File: src/rtl/alu_multicycle.sv
// alu_multicycle: execute-stage ALU with registered operands/results on a valid/ready
// handshake; single-cycle ADD/SUB/AND/OR/SLL/SRA plus iterative signed MUL and DIV.
module alu_multicycle #(
    parameter int WIDTH = 32,
    localparam int SHAMT_W = $clog2(WIDTH)
) (
    input  logic               clock,
    input  logic               reset,
    input  logic               in_valid,
    output logic               in_ready,
    input  logic [WIDTH-1:0]   data_operandA,
    input  logic [WIDTH-1:0]   data_operandB,
    input  logic [4:0]         ctrl_ALUopcode,
    input  logic [SHAMT_W-1:0] ctrl_shiftamt,
    output logic               out_valid,
    input  logic               out_ready,
    output logic [WIDTH-1:0]   data_result,
    output logic               isNotEqual,
    output logic               isLessThan,
    output logic               overflow,
    output logic               exception
);
    typedef enum logic [1:0] {
        ST_IDLE = 2'd0,
        ST_BUSY = 2'd1,
        ST_DONE = 2'd2
    } state_t;

    localparam logic [4:0] OP_ADD = 5'd0;
    localparam logic [4:0] OP_SUB = 5'd1;
    localparam logic [4:0] OP_AND = 5'd2;
    localparam logic [4:0] OP_OR  = 5'd3;
    localparam logic [4:0] OP_SLL = 5'd4;
    localparam logic [4:0] OP_SRA = 5'd5;
    localparam logic [4:0] OP_MUL = 5'd6;
    localparam logic [4:0] OP_DIV = 5'd7;
    localparam logic [SHAMT_W-1:0] CNT_LAST = SHAMT_W'(WIDTH - 1);

    // Magnitude of a two's-complement value; MIN maps to unsigned 2^(WIDTH-1)
    function automatic logic [WIDTH-1:0] mag_f(input logic [WIDTH-1:0] v);
        mag_f = v[WIDTH-1] ? (~v + WIDTH'(1)) : v;
    endfunction

    function automatic logic [2*WIDTH-1:0] neg2_f(input logic [2*WIDTH-1:0] v);
        neg2_f = ~v + (2*WIDTH)'(1);
    endfunction

    state_t               state_r, state_next_s;
    logic                 in_ready_r, out_valid_r;
    logic [WIDTH-1:0]     result_r, result_next_s;
    logic                 ne_r, ne_next_s, lt_r, lt_next_s;
    logic                 ovf_r, ovf_next_s, exc_r, exc_next_s;
    // MUL: {partial product high, multiplier}; DIV: {remainder, dividend/quotient}
    logic [2*WIDTH-1:0]   acc_r, acc_next_s;
    logic [WIDTH-1:0]     opnd_r, opnd_next_s;
    logic [SHAMT_W-1:0]   cnt_r, cnt_next_s;
    logic                 neg_r, neg_next_s, div_r, div_next_s;

    logic [WIDTH-1:0]     sum_s, diff_s, quo_s;
    logic [WIDTH:0]       mul_sum_s, div_shift_s, div_diff_s;
    logic [2*WIDTH-1:0]   mul_step_s, div_step_s, prod_s;

    // One shift-add multiply step and one restoring divide step on the shared accumulator
    always_comb begin
        sum_s       = data_operandA + data_operandB;
        diff_s      = data_operandA - data_operandB;
        mul_sum_s   = {1'b0, acc_r[2*WIDTH-1:WIDTH]}
                    + (acc_r[0] ? {1'b0, opnd_r} : {(WIDTH+1){1'b0}});
        mul_step_s  = {mul_sum_s, acc_r[WIDTH-1:1]};
        div_shift_s = {acc_r[2*WIDTH-1:WIDTH], acc_r[WIDTH-1]};
        div_diff_s  = div_shift_s - {1'b0, opnd_r};
        if (div_diff_s[WIDTH] == 1'b0) begin
            div_step_s = {div_diff_s[WIDTH-1:0], acc_r[WIDTH-2:0], 1'b1};
        end else begin
            div_step_s = {div_shift_s[WIDTH-1:0], acc_r[WIDTH-2:0], 1'b0};
        end
        quo_s  = div_step_s[WIDTH-1:0];
        prod_s = neg_r ? neg2_f(mul_step_s) : mul_step_s;
    end

    // Next-state and next-register logic for the IDLE/BUSY/DONE handshake FSM
    always_comb begin
        state_next_s  = state_r;
        result_next_s = result_r;
        ne_next_s     = ne_r;
        lt_next_s     = lt_r;
        ovf_next_s    = ovf_r;
        exc_next_s    = exc_r;
        acc_next_s    = acc_r;
        opnd_next_s   = opnd_r;
        cnt_next_s    = cnt_r;
        neg_next_s    = neg_r;
        div_next_s    = div_r;
        case (state_r)
            ST_IDLE: begin
                if (in_valid) begin
                    ne_next_s     = (data_operandA != data_operandB);
                    lt_next_s     = ($signed(data_operandA) < $signed(data_operandB));
                    neg_next_s    = data_operandA[WIDTH-1] ^ data_operandB[WIDTH-1];
                    div_next_s    = (ctrl_ALUopcode == OP_DIV);
                    cnt_next_s    = {SHAMT_W{1'b0}};
                    result_next_s = {WIDTH{1'b0}};
                    ovf_next_s    = 1'b0;
                    exc_next_s    = 1'b0;
                    state_next_s  = ST_DONE;
                    case (ctrl_ALUopcode)
                        OP_ADD: begin
                            result_next_s = sum_s;
                            ovf_next_s    = (data_operandA[WIDTH-1] == data_operandB[WIDTH-1])
                                         && (sum_s[WIDTH-1] != data_operandA[WIDTH-1]);
                        end
                        OP_SUB: begin
                            result_next_s = diff_s;
                            ovf_next_s    = (data_operandA[WIDTH-1] != data_operandB[WIDTH-1])
                                         && (diff_s[WIDTH-1] != data_operandA[WIDTH-1]);
                        end
                        OP_AND: result_next_s = data_operandA & data_operandB;
                        OP_OR:  result_next_s = data_operandA | data_operandB;
                        OP_SLL: result_next_s = data_operandA << ctrl_shiftamt;
                        OP_SRA: result_next_s = $unsigned($signed(data_operandA) >>> ctrl_shiftamt);
                        OP_MUL: begin
                            opnd_next_s  = mag_f(data_operandA);
                            acc_next_s   = {{WIDTH{1'b0}}, mag_f(data_operandB)};
                            state_next_s = ST_BUSY;
                        end
                        OP_DIV: begin
                            if (data_operandB == {WIDTH{1'b0}}) begin
                                exc_next_s = 1'b1;
                            end else begin
                                opnd_next_s  = mag_f(data_operandB);
                                acc_next_s   = {{WIDTH{1'b0}}, mag_f(data_operandA)};
                                state_next_s = ST_BUSY;
                            end
                        end
                        default: exc_next_s = 1'b1;
                    endcase
                end else begin
                    state_next_s = ST_IDLE;
                end
            end
            ST_BUSY: begin
                acc_next_s = div_r ? div_step_s : mul_step_s;
                cnt_next_s = cnt_r + SHAMT_W'(1);
                if (cnt_r == CNT_LAST) begin
                    state_next_s = ST_DONE;
                    cnt_next_s   = {SHAMT_W{1'b0}};
                    if (div_r) begin
                        // Only MIN / -1 yields a positive quotient of 2^(WIDTH-1)
                        result_next_s = neg_r ? (~quo_s + WIDTH'(1)) : quo_s;
                        ovf_next_s    = ~neg_r & quo_s[WIDTH-1];
                    end else begin
                        result_next_s = prod_s[WIDTH-1:0];
                        ovf_next_s    = (prod_s[2*WIDTH-1:WIDTH] != {WIDTH{prod_s[WIDTH-1]}});
                    end
                end else begin
                    state_next_s = ST_BUSY;
                end
            end
            ST_DONE: begin
                if (out_ready) begin
                    state_next_s = ST_IDLE;
                end else begin
                    state_next_s = ST_DONE;
                end
            end
            default: state_next_s = ST_IDLE;
        endcase
    end

    // State and datapath registers with synchronous active-low reset
    always_ff @(posedge clock) begin
        if (!reset) begin
            state_r     <= ST_IDLE;
            in_ready_r  <= 1'b1;
            out_valid_r <= 1'b0;
            result_r    <= {WIDTH{1'b0}};
            ne_r        <= 1'b0;
            lt_r        <= 1'b0;
            ovf_r       <= 1'b0;
            exc_r       <= 1'b0;
            acc_r       <= {(2*WIDTH){1'b0}};
            opnd_r      <= {WIDTH{1'b0}};
            cnt_r       <= {SHAMT_W{1'b0}};
            neg_r       <= 1'b0;
            div_r       <= 1'b0;
        end else begin
            state_r     <= state_next_s;
            in_ready_r  <= (state_next_s == ST_IDLE);
            out_valid_r <= (state_next_s == ST_DONE);
            result_r    <= result_next_s;
            ne_r        <= ne_next_s;
            lt_r        <= lt_next_s;
            ovf_r       <= ovf_next_s;
            exc_r       <= exc_next_s;
            acc_r       <= acc_next_s;
            opnd_r      <= opnd_next_s;
            cnt_r       <= cnt_next_s;
            neg_r       <= neg_next_s;
            div_r       <= div_next_s;
        end
    end

    assign in_ready    = in_ready_r;
    assign out_valid   = out_valid_r;
    assign data_result = result_r;
    assign isNotEqual  = ne_r;
    assign isLessThan  = lt_r;
    assign overflow    = ovf_r;
    assign exception   = exc_r;

endmodule

File: config.mk
export PLATFORM = sky130hd
export DESIGN_NAME = alu_multicycle
export DESIGN_NICKNAME = d
export VERILOG_FILES = /design/src/rtl/alu_multicycle.sv
export SDC_FILE = /design/constraint.sdc
export NUM_CORES = 1
export LEC_CHECK = 0
export BUFFER_PORTS_ARGS = -buffer_cell sky130_fd_sc_hd__buf_2
export CORE_MARGIN = 5
export CORE_UTILIZATION = 30
export DETAILED_ROUTE_END_ITERATION = 12
export PLACE_DENSITY_LB_ADDON = 0.12
export SLEW_MARGIN = 20
export SYNTH_ARGS = -nofsm -noshare
export SYNTH_HDL_FRONTEND = slang
export SYNTH_SLANG_ARGS = --single-unit
File: constraint.sdc
create_clock -name clock -period 12.6 [get_ports clock]
set_input_delay 1.26 -clock clock [delete_from_list [all_inputs] [get_ports clock]]
set_output_delay 1.26 -clock clock [all_outputs]
set_load 0.01 [all_outputs]
==> flow_summary.toml, run 1 <==
[cells_and_area]
synthToLayoutAreaGrowth_pct = 8.20
fill_cells = 8314
antenna_cells = 0
seq_area_um2 = 2870
multi_input_area_um2 = 18400
layout-drive-gt1-share_pct = 9.24
nets = 3483

[timing]
hold_viol = 0
rsz0062_at_grt = "false"
final.setup.worst_slack_ps = 6510
max-slew-margin-rel_pct = 6.70
setup-tns-final_ps = 0
min_period_ps = 6090
final.period_utilization_pct = 48.3
finalClockSkew_ps = 12.9
setup_viol = 0
fmax_ghz = 0.164
maxSlewViolCount = 0
tightest_slew_ps = 1360

[logic_synthesis]
synth_top_area_share_pct = 12.5
yosysMostFrequentCell = "nor2_1"
synth.area.top_cells = "dfxtp_1 (13%), ha_1 (9.1%), a21oi_1 (6.4%), o21ai_0 (6.3%), nor2_1 (6.2%)"
synth.avg_cell_area_um2 = 6.92
yosysSeqAreaShare_pct = 12.5
synth_largest_area_cell = "dfxtp_1"
async_reset_ff_share_pct = 0
synthTopCellsByCount = "nor2_1 (376), a21oi_1 (290), o21ai_0 (286), nand2_1 (273), clkbuf_1 (198)"
syn_area_um2 = 22800
syn_inst = 3301
ys.flop_type = "dfxtp_1"
yosysUniqueCellTypes = 107
yosys_warnings = 0
synth-edff-count = 0
synth_nets = 3549
ys_seq_elements = 143

[power]
ir_worst_vdd_mv = 0.108
leakagePower_uw = 0.00987
powerDensity_nw_per_um2 = 88.2

[global_routing]
grt_pass1_vias = 24344
grt-ovfl-total = 0
gr-usage-all-layers_pct = 26.8
antenna_found_initial = 0
grt_pass1_wl_um = 167000
grt_max_degree = 96

[clocking]
cts_hold_buf = 0
htreeDepth = 4
post_cts_buffers = 0
cts_made_buffers = 17
cts_resized = 0
clk_latency_ps = 490
cts_tree = "done"
clk_pin_slew_ps = 70
root_buffer = "clkbuf_16"
clock-sinks = 143
clockBufferDepth = 2

[placement]
place_ws_ps = 6550
gp_congestion = 0.981
hpwl_um = 91800
port_buffers = 115

[critical_path]
end_kind = "register"
worstSetupPathType = "register to register"
critPathArrivalTime_ps = 6500
max_stage_delay_ps = 490
worstSetupStartpointType = "register"
path_max_fanout = 11
path_cells = "inv_1 > ha_1 > inv_1 > fa_1 > a21o_1 > a21oi_1 > o211ai_1 > a311o_1 > a41o_1 > a211oi_1 > o21a_1 > o211ai_1 > inv_1 > ha_1 > inv_1 > or2_2 > or3_1 > nor3_1 > o22ai_1 > a221oi_1 > a21oi_1 > nand2_1 > o21ai_0 > a21oi_1"
crit_family = "compound AO/OA/AOI/OAI gates"
crit_required_ps = 13010
crit_buf_inv = 4
r2r_slack_ps = 6510
r2r_end = "data_result[26]"
crit_top_cell = "inv_1"
slowest_stage = "ha_1"
ff2ff_path_depth = 24
r2r-start = "acc_r[31]"

[detailed_routing]
vias = 25611
wire_per_inst_um = 27.0
drc = 0
antenna_left = 0
dr.pass1.iters = 5
first_iter_violations = 2463
routed_via_density = 6.06
routed_wl_um = 114000

[min_path]
hold_path.class = "register to register"
worstHoldEndpoint = "opnd_r[21]"
worstHoldPathCells = 2
min_from = "opnd_r[21]"

[run]
cap_viol_max_count = 0

[floorplan]
fp-row-count = 101
initial_core_util_pct = 30.2
die_area_um2 = 81800
ios = 116
die_w_um = 286
die_y_um = 286
core_um2 = 75700

[status]
status = "finished clean"
cells in the final DEF, fill, tap and decap left out, drive strengths merged, types with 63 or more instances in the layout:
master | Yosys | layout
o21ai | 288 | 288
inv | 162 | 172
xnor2 | 139 | 139
ha | 166 | 166
buf | 52 | 166
a21oi | 292 | 292
nor2 | 377 | 377
nor3 | 63 | 63
mux2i | 133 | 133
a211oi | 129 | 129
nand2 | 274 | 274
dfxtp | 143 | 143
power by group:
part / total (uW) / internal, uW / switching [uW] / leakage, uW
Combinational: 1100 / 377 / 724 / 0.00841
Sequential: 530 / 479 / 51.5 / 0.00117
Clock: 547 / 286 / 261 / 0.000298
layout make-up:
type	instances	share of cell area, %
sequential	143	11.6
clock buffer	17	1.72
timing repair buffer	166	3.88
multi-input combinational	2742	74.6
tap	978	4.95
inverter	165	2.51
clock inverter	15	0.744
worst max path at each step:
stage,end,slack (ps),depth (start not counted),start
2_1_floorplan,data_result[26],7330,26,acc_r[31]
3_3_place_gp,acc_r[8],6660,13,data_operandB[4]
3_5_place_dp,acc_r[1],6550,13,data_operandB[4]
4_1_cts,data_result[26],6560,24,acc_r[31]
5_1_grt,data_result[26],6170,24,acc_r[31]
6_report,data_result[26],6510,24,acc_r[31]
flip-flops by register name, summed over array words and instances (netlist names):
register	cells
isLessThan	1
overflow	1
cnt_r	5
neg_r	1
isNotEqual	1
opnd_r	32
acc_r	64
in_ready	1
data_result	32
out_valid	1
div_r	1
state_r	2
exception	1
layer usage:
metal | vias to the layer above | track usage, % | part of all wire, %
met5 | - | 0 | 0
met4 | 0 | 12.0 | 5.2
met3 | 205 | 3.44 | 5.2
met2 | 931 | 43.8 | 46
met1 | 12423 | 35.3 | 44
li1 | 12052 | - | -
worst register-to-register path, cell delays in order, from the launching register on:
cell,delay (ps)
dfxtp_1,370
inv_1,110
ha_1,180
inv_1,60
fa_1,400
a21o_1,180
a21oi_1,260
o211ai_1,190
a311o_1,400
a41o_1,280
a211oi_1,390
o21a_1,240
o211ai_1,130
inv_1,440
ha_1,490
inv_1,160
or2_2,340
or3_1,380
nor3_1,200
o22ai_1,120
a221oi_1,330
a21oi_1,70
nand2_1,90
o21ai_0,80
a21oi_1,130
cells by family after synthesis:
family / synth area share, %
buffers and inverters: 6.98
flip-flops: 12.5
adder cells (fa/ha/maj): 9.44
multiplexers: 8.49
XOR/XNOR: 7.05
AO/OA/AOI/OAI: 33.5
AND/OR/NAND/NOR: 22.0
per-stage QoR:
step	hold slack [ps]	instances	util (%)	area, um2	total power, uW
3_5_place_dp	457	4194	31.8	24100	1620
6_report	463	4226	32.6	24700	2180
3_3_place_gp	445	4194	31.8	24100	1630
4_1_cts	467	4226	32.6	24700	2170
5_1_grt	478	4226	32.6	24700	2290
2_1_floorplan	432	3301	-	22800	1240
(Power assumes the default switching activity.)
==> run 2, diff against run 1 <==
==> constraint.sdc (replaced) <==
create_clock -name clock -period 6.2 [get_ports clock]
set_input_delay 0.62 -clock clock [delete_from_list [all_inputs] [get_ports clock]]
set_output_delay 0.62 -clock clock [all_outputs]
set_load 0.01 [all_outputs]
==> run 2 against run 1 <==
Sequential cell count stayed put. Critical endpoint unchanged. Hold slack worse by 4.2 ps. First-iteration DRC count is 4.1% lower. Global-route usage is 0.42 points lower. Utilization is 0.20 points higher. Highest routed layer is now met5. Sequential power is 100% higher. Critical path type unchanged. Clock power is 110% higher.
==> flow_summary.toml, run 2 (same netlist as run 1, synthesis figures left out) <==
[timing]
min_period_ps = 5380
fmax_ghz = 0.186
tightest_slew_ps = 1110
maxSlewViolCount = 0
final.period_utilization_pct = 86.8
rsz0062_at_grt = "false"
finalClockSkew_ps = 18.8
max-slew-margin-rel_pct = 25.3
setup-tns-final_ps = 0
hold_viol = 0
setup_viol = 0

[clocking]
clk_latency_ps = 490
clockBufferDepth = 2
cts_made_buffers = 17
clk_pin_slew_ps = 80
cts_resized = 0
cts_tree = "done"
root_buffer = "clkbuf_16"
post_cts_buffers = 0
cts_hold_buf = 0
htreeDepth = 4
clock-sinks = 143

[floorplan]
die_y_um = 286
core_um2 = 75700
die_w_um = 286
initial_core_util_pct = 30.2
fp-row-count = 101
die_area_um2 = 81800
ios = 116

[detailed_routing]
antenna_left = 0
dr.pass1.iters = 6
routed_via_density = 5.99
first_iter_violations = 2361
wire_per_inst_um = 26.5
vias = 25435
drc = 0
routed_wl_um = 112000

[global_routing]
grt_pass1_wl_um = 164000
antenna_found_initial = 1
gr-usage-all-layers_pct = 26.4
grt-ovfl-total = 0
grt_max_degree = 108
grt_pass1_vias = 23887

[placement]
gp_congestion = 1.02
port_buffers = 115
hpwl_um = 90300

[critical_path]
crit_required_ps = 6620
path_max_fanout = 10
worstSetupPathType = "register to register"
critPathArrivalTime_ps = 5800
end_kind = "register"
worstSetupStartpointType = "register"

[cells_and_area]
synthToLayoutAreaGrowth_pct = 8.85
final_cell_mix = "nor2_1 (373), a21oi_1 (289), o21ai_0 (286)"
top_register = "acc_r"
layout-drive-gt1-share_pct = 9.70
antenna_cells = 0
largest_register_ffs = 64
nets = 3502
mostFrequentLayoutCell = "nor2_1"
fill_cells = 8392

[min_path]
hold_path.class = "register to register"

[power]
powerDensity_nw_per_um2 = 179
ir_worst_vdd_mv = 0.217
p_total_uw = 4450
leakagePower_uw = 0.00997

[run]
cap_viol_max_count = 0

[status]
status = "finished clean"
run 2: cell count changes in the layout (fill, tap and decap cells not counted), sizes merged:
cell / delta
buf: +19
clkbuf: +2
inv: +1
clkinv: -2
clkinvlp: -1
run 2: report_power, final:
group | total [uW] | internal, uW | switching [uW]
registers | 1060 | 973 | 89.9
clock network | 1130 | 602 | 528
logic | 2250 | 781 | 1470
total | 4450 | 2360 | 2090
run 2: path summary, 6_finish.rpt:
| check | start | end | slack, ps | cells past startpoint |
|---|---|---|---|---|
| setup reg to reg | acc_r[31] | data_result[26] | 820 | 25 |
| hold / removal | opnd_r[24] | opnd_r[24] | 460 | 2 |
| setup / recovery | acc_r[31] | data_result[26] | 820 | 25 |
| hold reg to reg | opnd_r[24] | opnd_r[24] | 460 | 2 |
run 2: per-layer routing:
metal | GRT usage [%] | wire, um | vias to the layer above
met2 | 41.9 | 50300 | 848
met5 | 0 | 7 | -
met3 | 3.86 | 6090 | 140
met1 | 35.6 | 50400 | 12359
li1 | - | - | 12086
met4 | 11.3 | 5630 | 2
run 2: cell type report:
class                      instances  area, um2  area share (%)
sequential                       143       2870            11.5
tap                              978       1220            4.92
clock inverter                    13        158           0.634
multi-input combinational       2742      18400            74.1
inverter                         165        619            2.49
timing repair buffer             185       1110            4.48
clock buffer                      19        454            1.83
run 2: per-stage QoR:
step / cell area (um2) / hold WS [ps] / util (%) / setup WS, ps / std cells
3_5_place_dp: 24200 / 449 / 32.0 / 848 / 4213
6_report: 24900 / 459 / 32.8 / 818 / 4245
3_3_place_gp: 24200 / 443 / 32.0 / 906 / 4213
2_1_floorplan: 22800 / 432 / - / 927 / 3301
5_1_grt: 24900 / 471 / 32.8 / 459 / 4245
4_1_cts: 24900 / 458 / 32.8 / 812 / 4245
run 2: worst max-delay path: stages, from the launching register on:
cell	delay, ps
dfxtp_1	310
inv_1	80
ha_1	170
inv_1	50
fa_1	390
a21o_1	180
a21oi_1	240
o211ai_1	190
a311o_1	410
a41o_1	300
a211oi_1	380
o21a_1	260
o211ai_1	140
inv_1	120
ha_1	140
buf_4	180
inv_1	100
or2_2	350
or3_1	370
nor3_1	210
o22ai_1	120
a221oi_1	260
a21oi_1	70
nand2_1	80
o21ai_0	80
a21oi_1	130
